File: config.mk
export PLATFORM = sky130hd
export DESIGN_NAME = riscv_dmem_if
export DESIGN_NICKNAME = d
export VERILOG_FILES = /design/src/rtl/riscv_dmem_if_pkg.sv /design/src/rtl/riscv_dmem_if_lane.sv /design/src/rtl/riscv_dmem_if.sv
export SDC_FILE = /design/constraint.sdc
export NUM_CORES = 1
export LEC_CHECK = 0
export CORE_UTILIZATION = 34
export DETAILED_ROUTE_END_ITERATION = 6
export PLACE_DENSITY = 0.71
export SKIP_CTS_REPAIR_TIMING = 1
export SLEW_MARGIN = 10
export SYNTH_ARGS = -nofsm -noshare
export SYNTH_HDL_FRONTEND = slang
export SYNTH_SLANG_ARGS = --single-unit
File: constraint.sdc
create_clock -name iclk -period 2.4 [get_ports iclk]
set_input_delay 0.72 -clock iclk [delete_from_list [all_inputs] [get_ports iclk]]
set_output_delay 0.72 -clock iclk [all_outputs]
set_load 0.03 [all_outputs]
File: src/rtl/riscv_dmem_if_pkg.sv
// Shared definitions for the memory-stage data interface: endianness selectors,
// access-size encodings (funct3[1:0]) and the bus FSM state encoding.
`ifndef RISCV_BIG_ENDIAN
`define RISCV_BIG_ENDIAN 1
`endif
`ifndef RISCV_LITTLE_ENDIAN
`define RISCV_LITTLE_ENDIAN 0
`endif

package riscv_dmem_if_pkg;

    typedef enum logic [1:0] {
        SIZE_BYTE    = 2'b00,
        SIZE_HALF    = 2'b01,
        SIZE_WORD    = 2'b10,
        SIZE_ILLEGAL = 2'b11
    } size_e;

    typedef enum logic [1:0] {
        IDLE = 2'd0,
        REQ  = 2'd1,
        RESP = 2'd2,
        DONE = 2'd3
    } state_e;

endpackage

File: src/rtl/riscv_dmem_if_lane.sv
// Byte-lane steering for a data-memory access: byte enables, lane-replicated
// store data and the misaligned/illegal-size flag.
module riscv_dmem_lane
    import riscv_dmem_if_pkg::*;
#(
    parameter int DATA_WIDTH = 32,
    parameter bit BIG_ENDIAN = 1'b1
) (
    input  logic [1:0]              addr,
    input  logic [1:0]              size,
    input  logic [DATA_WIDTH-1:0]   wr_data,
    output logic [DATA_WIDTH/8-1:0] be,
    output logic [DATA_WIDTH-1:0]   wdata,
    output logic                    align_err
);

    localparam int NB = DATA_WIDTH / 8;

    logic [1:0] first_lane;
    logic [1:0] second_lane;

    // A halfword occupies the addressed lane plus its neighbour; big-endian
    // mirrors both lanes around the word.
    always_comb begin
        be          = '0;
        wdata       = wr_data;
        align_err   = 1'b0;
        first_lane  = BIG_ENDIAN ? 2'd3 - addr : addr;
        second_lane = BIG_ENDIAN ? 2'd2 - addr : addr + 2'd1;
        case (size_e'(size))
            SIZE_BYTE: begin
                be[first_lane] = 1'b1;
                wdata          = {NB{wr_data[7:0]}};
            end
            SIZE_HALF: begin
                be[first_lane]  = 1'b1;
                be[second_lane] = 1'b1;
                wdata           = {(NB/2){wr_data[15:0]}};
                align_err       = addr[0];
            end
            SIZE_WORD: begin
                be        = '1;
                align_err = |addr;
            end
            default: begin
                align_err = 1'b1;
            end
        endcase
    end

endmodule

File: src/rtl/riscv_dmem_if.sv
// Memory-stage data interface: runs the req/gnt/rvalid bus handshake, stalls the
// pipeline while an access is outstanding and aborts accesses that time out.
module riscv_dmem_if
    import riscv_dmem_if_pkg::*;
#(
    parameter int MP_DATA_WIDTH = 32,
    parameter int MP_ADDR_WIDTH = 32,
    parameter int MP_ENDIANESS  = `RISCV_BIG_ENDIAN,
    parameter int MP_TIMEOUT    = 16
) (
    input  logic                       iclk,
    input  logic                       irst,
    input  logic                       ird_en,
    input  logic                       iwr_en,
    input  logic [MP_ADDR_WIDTH-1:0]   iaddr,
    input  logic [1:0]                 isize,
    input  logic [MP_DATA_WIDTH-1:0]   iwr_data,
    output logic [MP_DATA_WIDTH-1:0]   ordata,
    output logic                       ostall,
    output logic                       oaccess_err,
    output logic                       otimeout,
    output logic                       obus_req,
    output logic                       obus_we,
    output logic [MP_ADDR_WIDTH-1:0]   obus_addr,
    output logic [MP_DATA_WIDTH/8-1:0] obus_be,
    output logic [MP_DATA_WIDTH-1:0]   obus_wdata,
    input  logic                       ibus_gnt,
    input  logic                       ibus_rvalid,
    input  logic [MP_DATA_WIDTH-1:0]   ibus_rdata
);

    localparam int BE_W  = MP_DATA_WIDTH / 8;
    localparam int CNT_W = $clog2(MP_TIMEOUT) + 1;
    localparam logic [CNT_W-1:0] CNT_LAST = CNT_W'(MP_TIMEOUT - 2);

    state_e                   state;
    logic [CNT_W-1:0]         cnt;
    logic                     access;
    logic                     align_err;
    logic [BE_W-1:0]          lane_be;
    logic [MP_DATA_WIDTH-1:0] lane_wdata;

    assign access = ird_en | iwr_en;

    riscv_dmem_lane #(
        .DATA_WIDTH (MP_DATA_WIDTH),
        .BIG_ENDIAN (MP_ENDIANESS == `RISCV_BIG_ENDIAN)
    ) u_lane (
        .addr      (iaddr[1:0]),
        .size      (isize),
        .wr_data   (iwr_data),
        .be        (lane_be),
        .wdata     (lane_wdata),
        .align_err (align_err)
    );

    always_comb begin
        ostall      = 1'b0;
        oaccess_err = 1'b0;
        case (state)
            IDLE: begin
                ostall      = access & ~align_err;
                oaccess_err = access & align_err;
            end
            REQ, RESP: ostall = 1'b1;
            default:   ostall = 1'b0;
        endcase
    end

    // The counter keeps running across REQ and RESP, so the budget covers the
    // whole access; reaching CNT_LAST+1 without the awaited event aborts it.
    always_ff @(posedge iclk) begin
        if (irst) begin
            state      <= IDLE;
            cnt        <= '0;
            ordata     <= '0;
            otimeout   <= 1'b0;
            obus_req   <= 1'b0;
            obus_we    <= 1'b0;
            obus_addr  <= '0;
            obus_be    <= '0;
            obus_wdata <= '0;
        end else begin
            otimeout <= 1'b0;
            case (state)
                IDLE: begin
                    if (access && !align_err) begin
                        obus_addr  <= {iaddr[MP_ADDR_WIDTH-1:2], 2'b00};
                        obus_be    <= lane_be;
                        obus_we    <= iwr_en;
                        obus_wdata <= lane_wdata;
                        obus_req   <= 1'b1;
                        cnt        <= '0;
                        state      <= REQ;
                    end
                end
                REQ: begin
                    cnt <= cnt + 1'b1;
                    if (ibus_gnt) begin
                        obus_req <= 1'b0;
                        state    <= obus_we ? DONE : RESP;
                    end else if (cnt >= CNT_LAST) begin
                        obus_req <= 1'b0;
                        otimeout <= 1'b1;
                        if (!obus_we) begin
                            ordata <= '0;
                        end
                        state <= DONE;
                    end
                end
                RESP: begin
                    cnt <= cnt + 1'b1;
                    if (ibus_rvalid) begin
                        ordata <= ibus_rdata;
                        state  <= DONE;
                    end else if (cnt >= CNT_LAST) begin
                        otimeout <= 1'b1;
                        ordata   <= '0;
                        state    <= DONE;
                    end
                end
                default: begin
                    state <= IDLE;
                end
            endcase
        end
    end

endmodule

==> impl_metrics.env, run 1 <==
export IMPL_fin_ws_ps=-22.6
export IMPL_period_share_pct=101
export IMPL_rows=41
export IMPL_place_ws_ps=-769
export IMPL_critPathKind="input pin to output pin"
export IMPL_design_area_mm2=0.00712
export IMPL_cts_tree="yes"
export IMPL_yosys_top_cells_area="dfxtp_1 (48%), nand2_1 (8.9%), a21oi_1 (6.9%)"
export IMPL_synth_area_leader_cell="dfxtp_1"
export IMPL_initial_core_util_pct=35.3
export IMPL_die_w_um=117
export IMPL_rsz0062_at_grt="true"
export IMPL_dpl_cell_area_mm2=0.00679
export IMPL_yosysUniqueCellTypes=44
export IMPL_ys_flop_type="dfxtp_1"
export IMPL_cap_violations=0
export IMPL_synth_edf_count=0
export IMPL_wl_um=12800
export IMPL_setup_viol_count_final=1
export IMPL_fin_skew_ps=6.36
export IMPL_synth_compound_gate_area_share_pct=24.4
export IMPL_firstDrtPassIters=4
export IMPL_path_clk_slew_ps=70
export IMPL_netlist_area_mm2=0.00449
export IMPL_hold_viol=0
export IMPL_synth_simple_area_share_pct=13.9
export IMPL_gp_congestion=0.823
export IMPL_cts_root_buf="clkbuf_16"
export IMPL_power_leakage_uw=0.00268
export IMPL_port_buffers=206
export IMPL_cts_sinks=108
export IMPL_layout_common_cells="clkdlybuf4s50_1 (197), dfxtp_1 (108), nand2_1 (107), a21oi_1 (62), a22o_1 (32)"
export IMPL_drive_gt1_share_pct=8.95
export IMPL_yosys_area_share_adder_pct=3.34
export IMPL_yosys_register_bits=108
export IMPL_hold_class="flip-flop to flip-flop"
export IMPL_area_delta_synth_final_pct=58.6
export IMPL_hpwl_um=9380
export IMPL_syn_avg_cell_area_um2=9.05
export IMPL_route_vias_total=4318
export IMPL_grt_util_all_layers_pct=18.5
export IMPL_diodes=0
export IMPL_yosysSeqAreaShare_pct=48.2
export IMPL_ir_drop_v=0.000403
export IMPL_synth_mux_area_share_pct=3.57
export IMPL_htreeDepth=3
export IMPL_first_iter_violations=201
export IMPL_powerDensity_mw_per_mm2=722
export IMPL_synthArstFlopShare_pct=0
export IMPL_critical_path_max_fanout=2
export IMPL_holdWs_ps=456
export IMPL_clk_latency_ps=350
export IMPL_boundaryPins=209
export IMPL_grt_pass1_wl_um=19600
export IMPL_synth_xor_xnor_area_share_pct=0
export IMPL_crit_arrival_ps=1700
export IMPL_overflow=0
export IMPL_status="complete, but fails checks"
export IMPL_cp_startpoint="iaddr[0]"
export IMPL_slew_headroom_pct=59.7
export IMPL_start_kind="input pin"
export IMPL_crit_reg2reg_launch="state[0]"
export IMPL_final_common_cell="clkdlybuf4s50_1"
export IMPL_synth_top_family_by_area="compound AO/OA/AOI/OAI gates"
export IMPL_antenna_found_initial=0
export IMPL_die_area_mm2=0.0137
export IMPL_core_area_mm2=0.0127
export IMPL_synth_top_area_share_pct=48.2
export IMPL_clk_path_buf_depth=2
export IMPL_finalPower_uw=5140
export IMPL_cts_buffers=9
export IMPL_via_per_inst=4.93
export IMPL_synth_warnings=0
export IMPL_finalSetupTns_ps=-22.6
export IMPL_timing_final_crit_period_ps=2420
export IMPL_fin_nets=815
export IMPL_worstSetupEndpointType="output pin"
export IMPL_die_h_um=117
export IMPL_grt_pass1_vias=4083
export IMPL_detail_route_antenna_nets=0
export IMPL_drc=0
export IMPL_slew_violations=0
export IMPL_wire_per_inst_um=14.7
export IMPL_fmax_ghz=0.413
export IMPL_hold_start="obus_addr[19]"
export IMPL_grt_max_degree=85
export IMPL_tightestPinTransition_ps=604
export IMPL_syn_inst=496
export IMPL_cp_required_ps=1680
export IMPL_failed_checks="negative setup slack"
-- metrics by stage --
| step | util, % | std cells |
|---|---|---|
| after floorplan | - | 497 |
| after global placement | 53.4 | 859 |
| after detailed placement | 53.4 | 859 |
| after CTS | 55.6 | 875 |
| after global routing | 56.0 | 876 |
| final | 56.0 | 876 |
-- Yosys cell counts (2+ instances only) --
master	instances
ha_1	12
nand2_1	107
o311ai_0	2
nor3_1	2
buf_4	9
a21oi_1	62
o21ai_0	16
mux2i_1	16
clkbuf_1	12
dfxtp_1	108
a311oi_1	9
buf_6	7
nor2b_1	2
o211a_4	2
nand3_1	6
a211oi_1	8
a22o_1	32
buf_2	12
nand2b_1	2
inv_1	11
o211ai_1	8
nor2_1	29
-- metal layers --
metal	GRT usage (%)	wire length, um
met4	7.09	196
met1	20.8	5150
met2	32.7	6450
met3	5.77	1040
met5	0	0
-- critical path, cell delays in order --
cell and delay (ps):
buf_8 110, clkinv_8 40, ha_4 140, nand2b_4 60
a221oi_4 310, nor2_4 70, nor2_4 110, buf_12 130
-- path summary, 6_finish.rpt --
kind	endpoint	depth (start not counted)	slack, ps
max	ostall	8	-20
min reg2reg	obus_addr[19]	2	460
max reg2reg	obus_wdata[11]	7	390
min	obus_addr[19]	2	460
-- kinds of logic (layout without fill, tap and decap cells) --
family,after synthesis,after routing
compound gates,154,154
simple gates,154,154
flops,108,108
buf+inv,51,258
mux,16,16
fa+ha+maj,12,12
other cells,1,2
-- area by class of cell --
class	count	area (um^2)
Tap cell	172	215
Fill cell	1154	5600
Inverter	11	66.3
Clock inverter	5	36.3
Sequential cell	108	2160
Timing Repair Buffer	231	2320
Clock buffer	11	243
Multi-Input combinational cell	338	2080
-- state kept, by name, summed over array words and instances, names as in the netlist --
| signal | count |
|---|---|
| obus_wdata | 32 |
| otimeout | 1 |
| cnt | 5 |
| state | 2 |
| obus_be | 4 |
| ordata | 32 |
| obus_req | 1 |
| obus_addr | 30 |
| obus_we | 1 |
-- where the power goes --
group,switching [uW],internal [uW]
Clock,663,735
Combinational,930,756
Sequential,95.3,1960
Total,1690,3450
No activity file was read; power rests on OpenSTA's default activity.
==> run 2: changes to the inputs <==
Settings changed: CORE_MARGIN from default to 5.
==> impl_metrics.env, run 2 (synthesis results as in run 1) <==
export IMPL_status="finished clean"
export IMPL_cp_startpoint="iaddr[0]"
export IMPL_layout_common_cells="clkdlybuf4s50_1 (197), dfxtp_1 (108), nand2_1 (107), a21oi_1 (62), a22o_1 (32)"
export IMPL_wl_met3_um=1080
export IMPL_first_iter_violations=229
export IMPL_place_ws_ps=-574
export IMPL_start_kind="input pin"
export IMPL_die_h_um=125
export IMPL_antenna_found_initial=0
export IMPL_grt_pass1_vias=4321
export IMPL_grt_max_degree=83
export IMPL_cts_root_buf="clkbuf_16"
export IMPL_dp_cells=861
export IMPL_top_layer="met4"
export IMPL_nFillCells=1158
export IMPL_r2r_slack_ps=350
export IMPL_area_delta_synth_final_pct=58.8
export IMPL_fmax_ghz=0.418
export IMPL_fin_skew_ps=8.91
export IMPL_critical_path_max_fanout=3
export IMPL_gp_congestion=0.837
export IMPL_reg_top3="obus_wdata (32), ordata (32), obus_addr (30)"
export IMPL_power_leakage_uw=0.00268
export IMPL_cap_violations=0
export IMPL_timing_final_crit_period_ps=2390
export IMPL_drive_gt1_share_pct=8.96
export IMPL_swShare_pct=33.4
export IMPL_rr_worst_depth=9
export IMPL_hold_class="flip-flop to flip-flop"
export IMPL_finish_utilization_pct=54.5
export IMPL_initial_core_util_pct=34.3
export IMPL_via_per_inst=4.93
export IMPL_p_comb_share_pct=32.7
export IMPL_hold_viol=0
export IMPL_worstSetupEndpointType="output pin"
export IMPL_setup_viol_count_final=0
export IMPL_period_share_pct=99.7
export IMPL_rsz0062_at_grt="true"
export IMPL_cp_depth=8
export IMPL_cp_slowest_cell="a221oi_4"
export IMPL_crit_arrival_ps=1670
export IMPL_path_clk_slew_ps=70
export IMPL_ir_drop_v=0.000378
export IMPL_hpwl_um=10200
export IMPL_critPathTopFamily="compound AO/OA/AOI/OAI gates"
export IMPL_htreeDepth=3
export IMPL_cpMostUsedCell="nor2_4"
export IMPL_die_area_mm2=0.0156
export IMPL_tightestPinTransition_ps=506
export IMPL_wire_per_inst_um=15.4
export IMPL_final_cells=879
export IMPL_port_buffers=206
export IMPL_crit_chain="buf_8, inv_8, ha_4, nand2b_4, a221oi_4, nor2_4, nor2_4, buf_12"
export IMPL_crit_reg2reg_launch="state[1]"
export IMPL_firstDrtPassIters=4
export IMPL_clk_latency_ps=350
export IMPL_dr_wl_met2_um=6380
export IMPL_die_w_um=125
export IMPL_slew_violations=0
export IMPL_fin_nets=814
export IMPL_critPathKind="input pin to output pin"
export IMPL_endpoint="ostall"
export IMPL_core_area_mm2=0.0131
export IMPL_p_sw_uw=1730
export IMPL_clk_path_buf_depth=2
export IMPL_drt_met1_wl_um=5910
export IMPL_fin_ws_ps=6.53
export IMPL_pwr_share_seq_pct=39.8
export IMPL_final_common_cell="clkdlybuf4s50_1"
export IMPL_cp_required_ps=1680
export IMPL_route_vias_total=4332
export IMPL_grt_pass1_wl_um=21800
export IMPL_critPathBufInv=3
export IMPL_clkPwrFrac_pct=27.5
export IMPL_boundaryPins=209
export IMPL_cts_tree="yes"
export IMPL_grt_util_all_layers_pct=16.9
export IMPL_cell_internal_pwr_uw=3440
export IMPL_overflow=0
export IMPL_detail_route_antenna_nets=0
export IMPL_critical_path_max_stage_delay_ps=310
export IMPL_powerDensity_mw_per_mm2=725
export IMPL_cts_buffers=9
export IMPL_diodes=0
export IMPL_slew_headroom_pct=66.2
export IMPL_cts_sinks=108
export IMPL_r2r_end="obus_be[1]"
export IMPL_wl_um=13500
export IMPL_rows=42
export IMPL_drc=0
[run 2: cell types whose count changed in the layout (fill, tap and decap cells not counted), sizes merged]
| cell | previous run | this run |
|---|---|---|
| inv | 11 | 14 |
| clkbuf | 11 | 9 |
| clkinvlp | 3 | 2 |
| buf | 30 | 29 |
[run 2: per-stage QoR]
stage / cell area, um^2 / TNS, ps / hold slack [ps] / power (uW)
2_1_floorplan: 4550 / -120 / 470 / 3050
3_3_place_gp: 6810 / -25420 / 441 / 3750
3_5_place_dp: 6810 / -27010 / 451 / 3790
4_1_cts: 7090 / -2420 / 461 / 5220
5_1_grt: 7130 / -36.7 / 469 / 5450
6_report: 7130 / 0 / 457 / 5170
[run 2: worst min-delay path by stage]
stage | start | cells past startpoint | end
6_report | obus_be[3] | 2 | obus_be[3]
5_1_grt | obus_addr[16] | 2 | obus_addr[16]
4_1_cts | obus_addr[10] | 2 | obus_addr[10]
3_5_place_dp | obus_addr[10] | 2 | obus_addr[10]
3_3_place_gp | obus_addr[18] | 2 | obus_addr[18]
2_1_floorplan | cnt[0] | 2 | cnt[0]
[run 2: cell type report]
type / instances / area (um^2) / area share, %
well taps: 176 / 220 / 3.09
flip-flops and latches: 108 / 2160 / 30.3
clock inverters: 7 / 58.8 / 0.825
inverters: 11 / 61.3 / 0.860
multi-input cells: 338 / 2080 / 29.2
repair buffers: 230 / 2320 / 32.6
clock buffers: 9 / 225 / 3.16
[run 2: worst min-delay path: stages (launching register included)]
cell and delay (ps):
dfxtp_1 310, nand2_1 50, a21oi_1 50
[run 2: power groups by stage]
stage,Combinational [uW],Clock [uW],Sequential (uW)
after floorplan,667,0,2390
after global placement,1660,0,2090
after detailed placement,1690,0,2100
after CTS,1690,1470,2060
after global routing,1820,1540,2080
final,1690,1420,2060
[run 2: per-layer routing]
metal | vias up | track usage [%]
met4 | 0 | 5.29
met1 | 2020 | 21.2
li1 | 2140 | -
met5 | - | 0
met2 | 161 | 27.5
met3 | 11 | 5.87
==> run 3: changes to the inputs <==
Settings changed: SETUP_SLACK_MARGIN from default to 0.5.
==> impl_metrics.env, run 3 (synthesis results as in run 1) <==
export IMPL_status="complete, but fails checks"
export IMPL_failed_checks="negative setup slack"
export IMPL_critical_path_max_fanout=3
export IMPL_timing_final_crit_period_ps=2410
export IMPL_drc=0
export IMPL_core_area_mm2=0.0131
export IMPL_r2r_end="obus_wdata[11]"
export IMPL_cpMostUsedCell="nor2_4"
export IMPL_die_w_um=125
export IMPL_route_vias_total=4473
export IMPL_hold_viol=0
export IMPL_hold_class="flip-flop to flip-flop"
export IMPL_clkPwrFrac_pct=29.9
export IMPL_crit_chain="buf_12, inv_12, ha_4, nand2b_4, a221oi_4, nor2_4, nor2_4, buf_6"
export IMPL_endpoint="ostall"
export IMPL_wire_per_inst_um=17.2
export IMPL_rows=42
export IMPL_grt_util_all_layers_pct=17.8
export IMPL_initial_core_util_pct=34.3
export IMPL_final_common_cell="nand2_1"
export IMPL_drive_gt1_share_pct=12.1
export IMPL_slew_violations=0
export IMPL_cts_tree="yes"
export IMPL_power_leakage_uw=0.00454
export IMPL_grt_pass1_vias=4365
export IMPL_reg_top3="obus_wdata (32), ordata (32), obus_addr (30)"
export IMPL_r2r_slack_ps=230
export IMPL_layout_common_cells="nand2_1 (107), dfxtp_1 (105), dlymetal6s2s_1 (105), clkdlybuf4s50_1 (95), a21oi_1 (62)"
export IMPL_ir_drop_v=0.000339
export IMPL_finalPower_uw=5390
export IMPL_critPathKind="input pin to output pin"
export IMPL_clk_latency_ps=350
export IMPL_fin_skew_ps=6.54
export IMPL_wl_um=15400
export IMPL_detail_route_antenna_nets=0
export IMPL_fmax_ghz=0.415
export IMPL_cp_startpoint="iaddr[1]"
export IMPL_first_iter_violations=334
export IMPL_port_buffers=206
export IMPL_path_clk_slew_ps=70
export IMPL_cp_slowest_cell="a221oi_4"
export IMPL_firstDrtPassIters=4
export IMPL_crit_arrival_ps=1690
export IMPL_period_share_pct=100
export IMPL_place_ws_ps=-686
export IMPL_cap_violations=0
export IMPL_critPathBufInv=3
export IMPL_pwr_share_seq_pct=38.1
export IMPL_setup_viol_count_final=1
export IMPL_fin_ws_ps=-7.18
export IMPL_cp_depth=8
export IMPL_fin_nets=830
export IMPL_grt_max_degree=77
export IMPL_gp_congestion=0.782
export IMPL_hpwl_um=10600
export IMPL_grt_pass1_wl_um=22900
export IMPL_cts_buffers=9
export IMPL_p_sw_uw=1760
export IMPL_dpl_cell_area_mm2=0.00682
export IMPL_antenna_found_initial=2
export IMPL_boundaryPins=209
export IMPL_overflow=0
export IMPL_cts_root_buf="clkbuf_16"
export IMPL_die_area_mm2=0.0156
export IMPL_die_h_um=125
export IMPL_start_kind="input pin"
export IMPL_cp_required_ps=1680
export IMPL_powerDensity_mw_per_mm2=706
export IMPL_htreeDepth=3
export IMPL_cts_sinks=108
export IMPL_via_per_inst=4.99
export IMPL_crit_reg2reg_launch="state[1]"
export IMPL_clk_path_buf_depth=2
export IMPL_rr_worst_depth=8
export IMPL_cell_internal_pwr_uw=3630
export IMPL_critPathTopFamily="compound AO/OA/AOI/OAI gates"
export IMPL_rsz0062_at_grt="true"
export IMPL_design_area_mm2=0.00764
export IMPL_swShare_pct=32.6
export IMPL_critical_path_max_stage_delay_ps=320
export IMPL_area_delta_synth_final_pct=70.1
export IMPL_finish_utilization_pct=58.4
export IMPL_finalSetupTns_ps=-7.18
export IMPL_p_comb_share_pct=32.0
export IMPL_worstSetupEndpointType="output pin"
## run 3: cell count changes in the layout (fill, tap and decap cells not counted), moves of 2 or more
cell / before / now
dlymetal6s2s_1: 4 / 105
inv_6: 3 / 0
clkbuf_16: 9 / 11
nor2_1: 27 / 25
clkdlybuf4s50_1: 197 / 95
dfxtp_2: 0 / 3
o211a_4: 2 / 5
nor2_2: 0 / 2
dfxtp_1: 108 / 105
diode_2: 0 / 2
buf_6: 1 / 3
bufinv_16: 0 / 2
buf_4: 20 / 30
## run 3: routing by layer
layer  global-route usage [%]  vias to the layer above  routed length [um]
li1                         -                     2180                   -
met1                     22.1                     2097                6740
met2                     29.7                      165                7380
met3                     3.77                       31                 784
met4                     8.23                        0                 505
met5                        0                        -                   0
## run 3: worst register-to-register path, stage by stage (launching register included)
cell,delay (ps)
dfxtp_2,350
inv_1,80
ha_1,180
o21ai_2,90
a221oi_4,270
buf_4,430
buf_4,330
nor2_1,80
a311oi_1,260
## run 3: worst min-delay path by stage
stage	to	slack [ps]	startpoint	cells after the start
after floorplan	cnt[0]	470	cnt[0]	2
after global placement	obus_addr[28]	440	obus_addr[28]	2
after global routing	obus_wdata[24]	470	obus_wdata[24]	2
final	obus_addr[7]	450	obus_addr[7]	2
after CTS	obus_addr[7]	460	obus_addr[7]	2
after detailed placement	obus_addr[7]	450	obus_addr[7]	2
## run 3: cell type report
type,instances,area (um^2)
inverter,11,70.1
tap,176,220
sequential,108,2170
timing repair buffer,243,2700
clock buffer,9,225
antenna,2,5.00
clock inverter,7,100
fill,1091,5450
multi-input combinational,341,2150
## run 3: per-stage QoR
stage / hold WS, ps / std cells
after detailed placement: 447 / 866
after floorplan: 470 / 497
after global routing: 473 / 897
after global placement: 443 / 866
final: 453 / 897
after CTS: 458 / 882
## run 3: power groups by stage
stage | clock (uW) | combinational [uW] | sequential (uW)
4_1_cts | 1650 | 1690 | 2050
2_1_floorplan | 0 | 675 | 2390
3_3_place_gp | 0 | 1650 | 2090
3_5_place_dp | 0 | 1680 | 2090
5_1_grt | 1730 | 1850 | 2070
6_report | 1610 | 1730 | 2050
